==> config.mk <==
export PLATFORM = sky130hd
export DESIGN_NAME = uart_echo_fifo
export DESIGN_NICKNAME = d
export VERILOG_FILES = /design/src/rtl/uart_echo_pkg.sv /design/src/rtl/sync_fifo.sv /design/src/rtl/uart_echo_fifo.sv
export SDC_FILE = /design/constraint.sdc
export NUM_CORES = 1
export LEC_CHECK = 0
export BUFFER_PORTS_ARGS = -buffer_cell sky130_fd_sc_hd__buf_2
export CAP_MARGIN = 0
export CORE_MARGIN = 4
export CORE_UTILIZATION = 53
export DETAILED_ROUTE_END_ITERATION = 8
export PLACE_DENSITY = 0.8
export SYNTH_ARGS = -nofsm -noshare
export SYNTH_HDL_FRONTEND = slang
export SYNTH_HIERARCHICAL = 1
export SYNTH_SLANG_ARGS = --single-unit
export TNS_END_PERCENT = 1
==> constraint.sdc <==
create_clock -name clk_100M -period 3.3 [get_ports clk_100M]
set_input_delay 0.33 -clock clk_100M [delete_from_list [all_inputs] [get_ports clk_100M]]
set_output_delay 0.33 -clock clk_100M [all_outputs]
set_load 0.005 [all_outputs]
==> src/rtl/uart_echo_pkg.sv <==
// Shared types and constants for the UART echo engine.
// Optional statistics counters are enabled by defining UART_ECHO_STATS_EN.
package uart_echo_pkg;

  // Run-time echo behaviour; encoding 2'd3 is decoded as ECHO by the top.
  typedef enum logic [1:0] {
    ECHO  = 2'd0,
    UPPER = 2'd1,
    LINE  = 2'd2
  } echo_mode_t;

  // Transmit handshake sequencer states.
  typedef enum logic [1:0] {
    IDLE    = 2'd0,
    ISSUE   = 2'd1,
    WAIT_HI = 2'd2,
    WAIT_LO = 2'd3
  } tx_state_t;

  localparam logic [7:0] UPPER_LO = 8'h61;
  localparam logic [7:0] UPPER_HI = 8'h7A;
  localparam logic [7:0] CASE_OFS = 8'h20;

  localparam int STAT_W = 16;

  // ASCII lowercase letters map to uppercase; every other byte is untouched.
  function automatic logic [7:0] to_upper(input logic [7:0] b);
    if (b >= UPPER_LO && b <= UPPER_HI) begin
      return b - CASE_OFS;
    end
    return b;
  endfunction

  // Counter increment that sticks at all-ones instead of wrapping.
  function automatic logic [STAT_W-1:0] sat_inc(input logic [STAT_W-1:0] v);
    if (v == {STAT_W{1'b1}}) begin
      return v;
    end
    return v + STAT_W'(1);
  endfunction

endpackage

==> src/rtl/sync_fifo.sv <==
// Single-clock show-ahead FIFO: dout presents the oldest entry while not empty.
// Depth must be a power of two so the pointers wrap by natural overflow.
module sync_fifo #(
  parameter int DATA_WIDTH = 8,
  parameter int FIFO_DEPTH = 16,
  localparam int AW = $clog2(FIFO_DEPTH),
  localparam int CW = AW + 1
) (
  input  logic                  clk_100M,
  input  logic                  reset_n,
  input  logic                  push,
  input  logic                  pop,
  input  logic [DATA_WIDTH-1:0] din,
  output logic [DATA_WIDTH-1:0] dout,
  output logic [CW-1:0]         count,
  output logic                  full,
  output logic                  empty
);

  logic [DATA_WIDTH-1:0] mem [FIFO_DEPTH];

  logic [AW-1:0] wr_ptr_q, wr_ptr_d;
  logic [AW-1:0] rd_ptr_q, rd_ptr_d;
  logic [CW-1:0] count_q, count_d;
  logic          do_push;
  logic          do_pop;

  assign full  = (count_q == CW'(FIFO_DEPTH));
  assign empty = (count_q == '0);
  assign count = count_q;
  assign dout  = mem[rd_ptr_q];

  // Qualify requests so a misuse from outside can never corrupt occupancy.
  always_comb begin
    do_pop   = pop && !empty;
    do_push  = push && (!full || do_pop);
    wr_ptr_d = wr_ptr_q;
    rd_ptr_d = rd_ptr_q;
    count_d  = count_q + CW'(do_push) - CW'(do_pop);
    if (do_push) begin
      wr_ptr_d = wr_ptr_q + AW'(1);
    end
    if (do_pop) begin
      rd_ptr_d = rd_ptr_q + AW'(1);
    end
  end

  // Pointer and occupancy registers.
  always_ff @(posedge clk_100M or negedge reset_n) begin
    if (!reset_n) begin
      wr_ptr_q <= '0;
      rd_ptr_q <= '0;
      count_q  <= '0;
    end else begin
      wr_ptr_q <= wr_ptr_d;
      rd_ptr_q <= rd_ptr_d;
      count_q  <= count_d;
    end
  end

  // Storage write port.
  // NOTE: the array has no reset; emptiness is tracked by count_q, so stale
  // data is never observable and the RAM can map to plain storage cells.
  always_ff @(posedge clk_100M) begin
    if (do_push) begin
      mem[wr_ptr_q] <= din;
    end
  end

endmodule

==> src/rtl/uart_echo_fifo.sv <==
// UART echo engine: buffers received bytes and replays them to the
// transmitter in plain, uppercase or line-buffered mode.
// Define UART_ECHO_STATS_EN to build the rx/tx/drop statistics counters;
// otherwise those ports are tied to zero.
module uart_echo_fifo
  import uart_echo_pkg::*;
#(
  parameter int         DATA_WIDTH = 8,
  parameter int         FIFO_DEPTH = 16,
  parameter logic [7:0] TERMINATOR = 8'h0D,
  localparam int        CW = $clog2(FIFO_DEPTH) + 1
) (
  input  logic                  clk_100M,
  input  logic                  reset_n,
  input  logic [DATA_WIDTH-1:0] rx_data,
  input  logic                  rx_ready,
  input  logic                  tx_busy,
  input  logic [1:0]            mode,
  input  logic                  clear,
  output logic                  tx_start,
  output logic [DATA_WIDTH-1:0] tx_data,
  output logic [CW-1:0]         fifo_count,
  output logic                  overflow,
  output logic [STAT_W-1:0]     rx_count,
  output logic [STAT_W-1:0]     tx_count,
  output logic [STAT_W-1:0]     drop_count
);

  logic [DATA_WIDTH-1:0] fifo_dout;
  logic                  fifo_full;
  logic                  fifo_empty;

  logic                  push;
  logic                  pop;
  logic                  drop;
  echo_mode_t            cur_mode;
  logic                  send_ok;

  tx_state_t             state_q, state_d;
  logic                  tx_start_q, tx_start_d;
  logic [DATA_WIDTH-1:0] tx_data_q, tx_data_d;
  logic [CW-1:0]         line_cnt_q, line_cnt_d;
  logic                  overflow_q, overflow_d;

  sync_fifo #(
    .DATA_WIDTH (DATA_WIDTH),
    .FIFO_DEPTH (FIFO_DEPTH)
  ) u_fifo (
    .clk_100M (clk_100M),
    .reset_n  (reset_n),
    .push     (push),
    .pop      (pop),
    .din      (rx_data),
    .dout     (fifo_dout),
    .count    (fifo_count),
    .full     (fifo_full),
    .empty    (fifo_empty)
  );

  // Decode the mode input; the reserved encoding behaves as plain echo.
  always_comb begin
    cur_mode = ECHO;
    if (mode == UPPER) begin
      cur_mode = UPPER;
    end else if (mode == LINE) begin
      cur_mode = LINE;
    end
  end

  // Line mode holds bytes until a full line is queued, or the FIFO fills up
  // and would otherwise deadlock.
  always_comb begin
    send_ok = 1'b1;
    if (cur_mode == LINE) begin
      send_ok = (line_cnt_q != '0) || fifo_full;
    end
  end

  // Transmit sequencer. Mode is consumed only at the pop in IDLE, where the
  // transform is folded into tx_data, so a mid-transfer change waits for the
  // next byte without needing a separate mode register.
  always_comb begin
    state_d    = state_q;
    pop        = 1'b0;
    tx_start_d = 1'b0;
    tx_data_d  = tx_data_q;
    unique case (state_q)
      IDLE: begin
        if (!fifo_empty && send_ok) begin
          pop        = 1'b1;
          tx_start_d = 1'b1;
          tx_data_d  = fifo_dout;
          if (cur_mode == UPPER) begin
            tx_data_d[7:0] = to_upper(fifo_dout[7:0]);
          end
          state_d = ISSUE;
        end
      end
      ISSUE: begin
        state_d = WAIT_HI;
      end
      WAIT_HI: begin
        if (tx_busy) begin
          state_d = WAIT_LO;
        end
      end
      WAIT_LO: begin
        if (!tx_busy) begin
          state_d = IDLE;
        end
      end
      default: begin
        state_d = IDLE;
      end
    endcase
  end

  // Accept a byte when there is room now or a slot frees up this cycle.
  always_comb begin
    push = rx_ready && (!fifo_full || pop);
    drop = rx_ready && !push;
  end

  // Count complete lines queued; simultaneous terminator push/pop cancels.
  always_comb begin
    line_cnt_d = line_cnt_q;
    unique case ({push && (rx_data[7:0] == TERMINATOR),
                  pop && (fifo_dout[7:0] == TERMINATOR)})
      2'b10:   line_cnt_d = line_cnt_q + CW'(1);
      2'b01:   line_cnt_d = line_cnt_q - CW'(1);
      default: line_cnt_d = line_cnt_q;
    endcase
  end

  // Sticky overflow: a drop wins over a same-cycle clear.
  always_comb begin
    overflow_d = overflow_q;
    if (drop) begin
      overflow_d = 1'b1;
    end else if (clear) begin
      overflow_d = 1'b0;
    end
  end

  // Control-path state registers.
  // NOTE: all state uses non-blocking assignment so every flop samples the
  // pre-edge values computed by the combinational blocks above.
  always_ff @(posedge clk_100M or negedge reset_n) begin
    if (!reset_n) begin
      state_q    <= IDLE;
      tx_start_q <= 1'b0;
      tx_data_q  <= '0;
      line_cnt_q <= '0;
      overflow_q <= 1'b0;
    end else begin
      state_q    <= state_d;
      tx_start_q <= tx_start_d;
      tx_data_q  <= tx_data_d;
      line_cnt_q <= line_cnt_d;
      overflow_q <= overflow_d;
    end
  end

  assign tx_start = tx_start_q;
  assign tx_data  = tx_data_q;
  assign overflow = overflow_q;

`ifdef UART_ECHO_STATS_EN
  logic [STAT_W-1:0] rx_count_q, rx_count_d;
  logic [STAT_W-1:0] tx_count_q, tx_count_d;
  logic [STAT_W-1:0] drop_count_q, drop_count_d;

  // Saturating statistics; clear takes priority over a same-cycle event.
  always_comb begin
    rx_count_d   = rx_count_q;
    tx_count_d   = tx_count_q;
    drop_count_d = drop_count_q;
    if (clear) begin
      rx_count_d   = '0;
      tx_count_d   = '0;
      drop_count_d = '0;
    end else begin
      if (push)       rx_count_d   = sat_inc(rx_count_q);
      if (tx_start_q) tx_count_d   = sat_inc(tx_count_q);
      if (drop)       drop_count_d = sat_inc(drop_count_q);
    end
  end

  // Statistics registers.
  always_ff @(posedge clk_100M or negedge reset_n) begin
    if (!reset_n) begin
      rx_count_q   <= '0;
      tx_count_q   <= '0;
      drop_count_q <= '0;
    end else begin
      rx_count_q   <= rx_count_d;
      tx_count_q   <= tx_count_d;
      drop_count_q <= drop_count_d;
    end
  end

  assign rx_count   = rx_count_q;
  assign tx_count   = tx_count_q;
  assign drop_count = drop_count_q;
`else
  assign rx_count   = '0;
  assign tx_count   = '0;
  assign drop_count = '0;
`endif

endmodule
==> results.cfg <==
[finish]
layout_common_cells = edfxtp_1, conb_1, buf_4
mostFrequentLayoutCell = edfxtp_1
layout-drive-gt1-share_pct = 31.96
num_antenna_cells = 0
final_nets = 584
syn2layout_area_growth_pct = 20.00

[synthesis]
ys_types = 50
netlist_area_um2 = 7218
async_flop_share_pct = 18.99
synth-seq-cells = 158
syn_area_per_cell_um2 = 15.66
synth_top_flop_cell = edfxtp_1
syn_inst = 461
synth-edff-count = 128
yosys_warnings = 6
synth_seq_area_share_pct = 63.65

[detailed_routing]
drtAntennaViolNets = 0
wire_per_inst_um = 21.09
drt_wl_total_um = 15520
routed_via_density = 5.679
num_vias = 4180
drc = 0
dr.pass1.iters = 5
first_iter_violations = 437

[setup_path]
arrival_ps = 3570
crit_buf_inv = 2
start_kind = flip-flop
required_ps = 3640
cpPeakStageDelay_ps = 550
worstPathCellList = buf_6 -> buf_12 -> mux4_2 -> a22oi_2 -> nand2_2 -> nor4_4 -> and3_4 -> ha_4 -> ha_4 -> a21o_1 -> a21oi_2 -> mux2i_1 -> xnor2_1
cp_common_cell = ha_4
crit_path_end_kind = flip-flop
critPathMaxFanout = 5
rrSetupSlack_ps = 70
crit_family = multiplexers
slowest_stage = mux4_2
crit_type = reg2reg

[global_route]
grtUsageTotal_pct = 19.26
antenna_found_initial = 0
grt_max_degree = 31
grt_remaining_overflow = 0
grt_pass1_vias = 4213
grt_pass1_wl_um = 22990

[clock_network]
cts_root_buf = clkbuf_16
clock_latency_ps = 430
clk_pin_slew_ps = 60
cts_tree = yes
cts_buffers = 17
h-tree-depth = 4
clockBufferDepth = 2
clkSinkCount = 158

[sta]
tightest_slew_ps = 750.0
min_period_ps = 3229
skew_ps = 10.84
slew_headroom_pct = 50.00
fin_crit_sh_pct = 97.84
fmaxAchievable_mhz = 309.7
hold_viol = 0
fin_ws_ps = 71.28
rsz0062_at_grt = true
setup_violations = 0
finalMaxSlewViolations = 0

[placed_design]
pre_cts_slack_ps = -576.7
gp_congestion = 0.8456
io_buffers = 29
hpwl_um = 9558

[power_and_ir_drop]
power.leakage_nw = 3.393
powerDensity_nw_per_um2 = 930.9
p_total_mw = 8.063
vdd_ir_drop_max_uv = 630.1

[floorplanning]
die_w_um = 124.7
start_util_pct = 54.29
core_um2 = 13300
die_h_um = 124.7
floorplan.die_area_um2 = 15550
io_pins = 78
core.rowCount = 42

[flow_run]
drv_cap = 0

[worst_hold_path]
min_path_type = in2reg

[run_status]
status = completed
## report_power, final
group	switching (mW)	internal [mW]	total, mW
Sequential	0.200	2.49	2.69
Combinational	1.72	1.62	3.34
Clock	0.774	1.26	2.04
Total	2.69	5.37	8.06
## registers in the layout (all words and copies together) (netlist names), 2 cells and up
register	flops
tx_data	8
u_fifo/mem	128
u_fifo/count	5
u_fifo/rd_ptr_q	4
state_q	2
u_fifo/wr_ptr_q	4
line_cnt_q	5
## logic make-up after synthesis
kind of cell	synth area share [%]
flops	63.65
buf+inv	8.216
simple gates	5.339
mux	11.09
compound gates	5.928
fa+ha+maj	4.022
xor+xnor	1.699
other cells	0.05195
## repair_timing
| item | CTS | global route |
|---|---|---|
| setup buffers | 2 | 13 |
| resized for setup | 17 | 28 |
| hold buffers | 1 | 0 |
| endpoints found under the hold margin | 30 | 0 |
| endpoints found under the setup margin | 6 | 3 |
| pin swaps | 1 | 16 |
| gates cloned | 0 | 4 |
## cell type report
type	instances	area (um2)
Clock buffer	17	425.4
Clock inverter	15	196.4
Fill cell	847	4633
Inverter	17	63.81
Multi-Input combinational cell	265	2402
Sequential cell	158	4596
Tap cell	176	220.2
Timing Repair Buffer	88	758.2
## routing by layer
layer  GRT usage, %  up-vias  routed length (um)
met5              0        -                   0
met3          5.403       40                1136
met4          8.446        0                 446
li1               -     1809                   -
met1          22.46     2102                5871
met2          33.24      229                8066
## final timing paths
path                                           end          startpoint  cells after the start
worst min-delay path                      overflow               clear                      2
max in group asynchronous       u_fifo/rd_ptr_q[0]             reset_n                      2
worst max-delay path                 line_cnt_q[4]  u_fifo/rd_ptr_q[0]                     13
min in group asynchronous               tx_data[5]             reset_n                      2
worst max register to register       line_cnt_q[4]  u_fifo/rd_ptr_q[0]                     13
worst min register to register          tx_data[3]          tx_data[3]                      1
## synth_stat cells (2+ instances only)
cell	n	share of area (%)
and4b_1	2	0.28
o21ai_0	12	0.83
buf_4	50	5.2
fa_1	2	0.55
a22oi_1	8	0.83
buf_6	9	1.4
buf_2	2	0.14
a221oi_2	9	1.9
dfrtp_1	30	10
nor2b_1	5	0.43
nand2_1	19	0.99
ha_1	20	3.5
nand3_1	3	0.21
nor4_1	2	0.17
mux2i_1	35	4.9
xor2_1	4	0.49
nand2b_1	4	0.35
edfxtp_1	128	53
mux2_1	7	1.1
inv_1	17	0.88
nor2_1	17	0.88
xnor2_1	10	1.2
a21o_1	3	0.31
clkbuf_1	5	0.26
nor3_1	4	0.28
nand4_1	2	0.17
nor4b_2	2	0.42
mux4_2	16	5.0
a21oi_1	7	0.49
a221oi_1	7	0.85
## stage by stage
stage / utilization (%) / cell area (um2) / TNS [ps] / hold WS (ps) / cells
2_1_floorplan: - / 7395 / 0 / 34.41 / 508
3_3_place_gp: 56.97 / 7575 / -843.8 / 406.9 / 684
3_5_place_dp: 56.97 / 7575 / -1462 / 428.8 / 684
4_1_cts: 62.38 / 8293 / -20.16 / 103.3 / 719
5_1_grt: 65.15 / 8662 / -106.1 / 113.1 / 736
6_report: 65.15 / 8662 / 0 / 116.7 / 736
(Power assumes the default switching activity.)
